**config.mk**
```make
export PLATFORM = sky130hd
export DESIGN_NAME = hist_readout
export DESIGN_NICKNAME = d
export VERILOG_FILES = /design/src/rtl/hist_readout.sv
export SDC_FILE = /design/constraint.sdc
export NUM_CORES = 1
export LEC_CHECK = 0
export CAP_MARGIN = 20
export CORE_AREA = 3 3 124 90
export CTS_CLUSTER_DIAMETER = 120
export DETAILED_ROUTE_END_ITERATION = 16
export DIE_AREA = 0 0 127 93
export HOLD_SLACK_MARGIN = 0.1
export MAX_ROUTING_LAYER = met4
export PLACE_DENSITY = 0.71
export SETUP_SLACK_MARGIN = 0.02
export SLEW_MARGIN = 20
export SYNTH_ARGS = -nofsm -noshare
export SYNTH_HDL_FRONTEND = slang
export SYNTH_SLANG_ARGS = --single-unit
```
**constraint.sdc**
```tcl
create_clock -name clk -period 3.3 [get_ports clk]
set_input_delay 0.825 -clock clk [delete_from_list [all_inputs] [get_ports clk]]
set_output_delay 0.825 -clock clk [all_outputs]
set_load 0.01 [all_outputs]
```
**src/rtl/hist_readout.sv**
```systemverilog
// Walks the histogram accumulator bins via its registered read port and streams count + running CDF.
// Each bin takes ISSUE/WAIT/OUT (3 cycles min); the beat holds stable under out_ready backpressure.
module hist_readout #(
  parameter int NBINS = 8,
  parameter int CW    = 14,
  parameter int AW    = 6,
  parameter int SW    = 17
) (
  input  logic          clk,
  input  logic          rst,
  input  logic          start,
  output logic [AW-1:0] hist_addr,
  input  logic [CW-1:0] hist_data,
  output logic          acc_en_gate,
  output logic          out_valid,
  input  logic          out_ready,
  output logic [2:0]    out_bin,
  output logic [CW-1:0] out_count,
  output logic [SW-1:0] out_cum,
  output logic          busy,
  output logic          done,
  output logic [2:0]    max_bin,
  output logic [CW-1:0] max_count
);

  localparam int IW = $clog2(NBINS);

  localparam logic [2:0] IDLE  = 3'd0;
  localparam logic [2:0] ISSUE = 3'd1;
  localparam logic [2:0] WAIT  = 3'd2;
  localparam logic [2:0] OUT   = 3'd3;
  localparam logic [2:0] FIN   = 3'd4;

  logic [2:0]    state;
  logic [IW-1:0] idx;
  logic [IW-1:0] idx_next;
  logic [SW-1:0] cum;
  logic [SW-1:0] cum_next;
  logic [CW-1:0] run_max;
  logic [IW-1:0] run_bin;

  assign idx_next = idx + 1'b1;
  assign cum_next = cum + SW'(hist_data);

  always_ff @(posedge clk or negedge rst) begin
    if (!rst) begin
      state       <= IDLE;
      idx         <= '0;
      cum         <= '0;
      run_max     <= '0;
      run_bin     <= '0;
      hist_addr   <= '0;
      acc_en_gate <= 1'b1;
      out_valid   <= 1'b0;
      out_bin     <= '0;
      out_count   <= '0;
      out_cum     <= '0;
      busy        <= 1'b0;
      done        <= 1'b0;
      max_bin     <= '0;
      max_count   <= '0;
    end else begin
      case (state)
        IDLE: begin
          if (start) begin
            state       <= ISSUE;
            idx         <= '0;
            cum         <= '0;
            run_max     <= '0;
            run_bin     <= '0;
            hist_addr   <= '0;
            busy        <= 1'b1;
            acc_en_gate <= 1'b0;
          end
        end
        ISSUE: state <= WAIT;
        WAIT: begin
          out_count <= hist_data;
          out_bin   <= 3'(idx);
          out_cum   <= cum_next;
          cum       <= cum_next;
          out_valid <= 1'b1;
          // Strict compare: on a tie the earlier (lower) bin keeps the peak.
          if (hist_data > run_max) begin
            run_max <= hist_data;
            run_bin <= idx;
          end
          state <= OUT;
        end
        OUT: begin
          if (out_ready) begin
            out_valid <= 1'b0;
            if (idx == IW'(NBINS - 1)) begin
              state <= FIN;
              done  <= 1'b1;
            end else begin
              idx       <= idx_next;
              hist_addr <= AW'(idx_next);
              state     <= ISSUE;
            end
          end
        end
        FIN: begin
          max_bin     <= 3'(run_bin);
          max_count   <= run_max;
          done        <= 1'b0;
          busy        <= 1'b0;
          acc_en_gate <= 1'b1;
          state       <= IDLE;
        end
        default: state <= IDLE;
      endcase
    end
  end

endmodule

```
# == Yosys cells after proc, flatten, opt, wreduce, memory -nomap -nowiden ==
# Index checks and enable logic that the tools add are counted.
# totals
regBits,101
out_inout_bits,61
elab_cells,69
# op_classes
n_addsub,2
n_lt_le_gt_ge,1
eq_ne,10
mux,28
reduce_logical,13
# op_table
op,count
$pmux W17 S2,1
$mux W14,2
$pmux W14 S2,1
$mux W3,7
$mux W6,3
$add A17 B14 Y17,1
$mux W17,1
$gt A14 B14 Y1,1
$pmux W3 S2,2
$pmux W3 S4,1
$pmux W6 S2,1
$ne A2 B2 Y1 const B,5
$reduce_bool A2 Y1,5
$pmux W1 S2,4
$reduce_and A2 Y1,4
$eq A3 B2 Y1 const B,2
$eq A3 B3 Y1 const B,2
$reduce_and A3 Y1,2
$mux W1,5
$reduce_and A4 Y1,1
$add A3 B1 Y3 const B,1
$eq A3 B1 Y1 const B,1
$logic_not A3 Y1,1

# == Logic depth before layout (Yosys ltp) ==
# depth
word_depth,4
depth_mapped,11

# == Worst setup path after synthesis ==
# No wires, ideal clock.
# synth_timing
path_kind,input to register
start,in hist_data[0]
end,reg out_cum[16]
setup_time_ns,0.125
t_arrival_ns,2.633
path_slack_ns,0.542
stages,9
cell_sequence,ha_1 > fa_1 > a211oi_2 > o21ai_1 > a21oi_2 > o21ba_4 > o32ai_2 > xor2_1 > mux2_2
# synth_between
elab_chain_cells,1
# synth_lines
item,line_no,text
from (decl),13,"input logic [CW-1:0] hist_data,"
$add A17 B14 Y17,43,assign cum_next = cum + SW'(hist_data);
to (signal assigned),80,out_cum <= cum_next;
to (decl),19,"output logic [SW-1:0] out_cum,"
# Every way passes these cells.
# A chain may end at the register's enable or synchronous reset.

# == Worst setup path after layout ==
# Ends and elaborated chain as after synthesis.

==> summary.txt <==
Post-Synth XOR/XNOR Area = 0.02053
Tightest Pin Transition = 859.9 ps
Avg Cell Area, Syn = 9.964 µm²
grt total ovfl = 0
max cap viols = 0
1st-iter DRT viols = 193
Async S/R FF share, synth = 1.000
I/O pins = 79
dpl hpwl = 7.861 mm
CP arrival = 3280 ps
vias per inst = 5.219
Power Total = 5.631 mW
Crit. Startpoint = hist_data[0]
Critical Path Source Type = input port
post-route ant nets = 0
starting density of the core = 0.4618
synthesis-stage register bit count = 95
Nets = 596
largest net degree at the start of global routing = 96
most used flip-flop cell after synthesis = dfrtp_1
DR WL/cell = 16.08 µm
Total GRT Usage = 0.1999
Max Slew Vio Count = 0
worst hold path depth = 2
static leakage = 2.987 nW
Pwr Density = 945.1 nW/µm²
CTS clk-pin slew, worst paths = 70 ps
row count = 31
Peak VDD IR = 0.0004843 V
RSZ-0062 raised after global routing = false
Num Clock Sinks = 95
final setup violation count = 0
vias = 3,570
hold_buf cts = 0
setup TNS = 0 ps
Synth cell types = 46
Final min period = 3049 ps
outcome = complete, no violations
Routed WL = 11.00 mm
# diodes = 0
CP Capture Type = flop
post-synthesis simple-gate area fraction = 0.1586
placed cells = 668
clk_skew = 4.631 ps
Layout area overhead = 26.95%
Die X-Extent = 127 µm
Post-synth EDFFs = 0
Period Utilization, post-route = 0.9239
share of cells above drive strength 1 = 0.1051
Clk Latency, worst-skew pair = 340 ps
Post-route DRC = 0
mux cell area share after synthesis = 0.08584
CP max FO = 3
Die Y = 93 µm
Ys Warns = 0
Seq/Total Area, Yosys = 0.5068
RR Startpoint = cum[0]
CTS buffer count = 9
Worst EP required = 3530 ps
most common cell after layout, fill and taps aside = nand2_1
Syn Inst Count = 471
initial antenna violation count = 0
FF-to-FF path depth = 9
Pre-Repair DR Iteration Count = 4
Worst Hold Class = reg2reg
Cell Count, Final, Fillers Out = 684
worst hold margin = 479.2 ps
Max Root-Sink Buffers = 2
Cell Area, Synth = 4693 µm²
Buffers on Ports = 75
reg2reg setup slack = 850 ps
CTS Root Cell = clkbuf_16
cts repair resizes = 0
max-slew headroom at the worst pin = 0.4267
vias in the first global route = 3,508
CTS tree = yes
H-tree levels = 3
commonest cells after routing, fill and taps aside = 132 x nand2_1, 94 x dfrtp_1, 74 x clkdlybuf4s50_1, 30 x ha_1, 22 x inv_1
post-synthesis compound-gate area fraction = 0.1024
Die Area = 11,810 µm²
first-pass GRT wire length = 18.08 mm
Post-CTS Setup Bufs = 0
main combinational cell family by area after synthesis = simple AND/OR/NAND/NOR gates
Adder-Cell Fraction of Synth Area = 0.08424
GP Congestion = 0.9168
CP Class = in2reg
core area = 10,160 µm²
fmax = 0.3280 GHz
Hold Vio Cnt, Final = 0
start point of the worst hold path = out_cum[5]
==> cell type report <==
cell class              count  area, µm²
fillers                   871       4204
flip-flops and latches     95       2379
multi-input cells         334       2140
repair buffers             85      835.8
clock buffers              11      252.7
well taps                 132      165.2
clock inverters             5      103.9
inverters                  22      82.58
==> power breakdown <==
part	leakage [nW]	switching [mW]	total (mW)	internal [mW]
registers	1.22	0.320	1.95	1.63
clock network	0.176	0.433	1.21	0.781
logic	1.59	1.29	2.47	1.18
total	2.99	2.04	5.63	3.59
==> metrics by stage <==
step,setup WS (ps),area [µm²],utilization
floorplan,541.9,4701,-
CTS,268.0,5958,0.5863
global route,153.3,5958,0.5863
finish,251.3,5958,0.5863
global placement,14.79,5602,0.5512
detailed placement,-87.87,5602,0.5512
==> path summary, 6_finish.rpt <==
check / to
hold reg to reg: out_cum[5]
setup / recovery: out_cum[16]
max in group asynchronous: out_bin[0]
min in group asynchronous: out_count[8]
setup reg to reg: out_cum[16]
hold / removal: out_cum[5]
==> metal layers <==
layer	vias up	wire [µm]	GRT usage
met1	1736	5438	0.2788
met3	12	539	0.04852
met5	-	0	-
li1	1721	-	-
met2	101	4887	0.2936
met4	0	136	0.05625
==> registers in the layout (all words and copies together) (netlist names) <==
name	count
max_count	14
acc_en_gate	1
run_bin	3
busy	1
state	3
out_valid	1
run_max	14
max_bin	3
done	1
hist_addr	3
cum	17
out_cum	17
out_bin	3
out_count	14
==> critical path, stage by stage <==
cell	delay, ps
clkdlybuf4s50_1	460
ha_1	260
fa_1	430
a211oi_2	260
o21ai_1	120
a21oi_2	220
o21ba_4	180
o32ai_2	80
xor2_1	160
mux2_2	280
==> cells in the mapped netlist (all sizes together), types with 2 or more instances <==
cell type | n | share of area
a22o | 6 | 0.011
a21o | 12 | 0.020
nor2b | 4 | 0.0053
nor3 | 3 | 0.0032
nor2 | 20 | 0.016
nand4 | 4 | 0.0053
o21ba | 2 | 0.0056
ha | 30 | 0.080
o21ai | 20 | 0.021
buf | 11 | 0.014
mux2i | 20 | 0.043
nor3b | 5 | 0.0080
xnor2 | 7 | 0.013
dfrtp | 94 | 0.50
a21oi | 21 | 0.023
inv | 22 | 0.018
xor2 | 4 | 0.0075
nand2b | 2 | 0.0027
nand2 | 132 | 0.11
nand3 | 5 | 0.0053
clkbuf | 11 | 0.0088
mux2 | 18 | 0.043
and2 | 2 | 0.0027
a211oi | 3 | 0.0059
==> cells by family after synthesis <==
family	Yosys count
AO/OA/AOI/OAI	71
multiplexers	38
adder cells (fa/ha/maj)	31
XOR/XNOR	11
AND/OR/NAND/NOR	180
flip-flops	95
buffers and inverters	44
other	1
No activity file was read; power rests on OpenSTA's default activity.
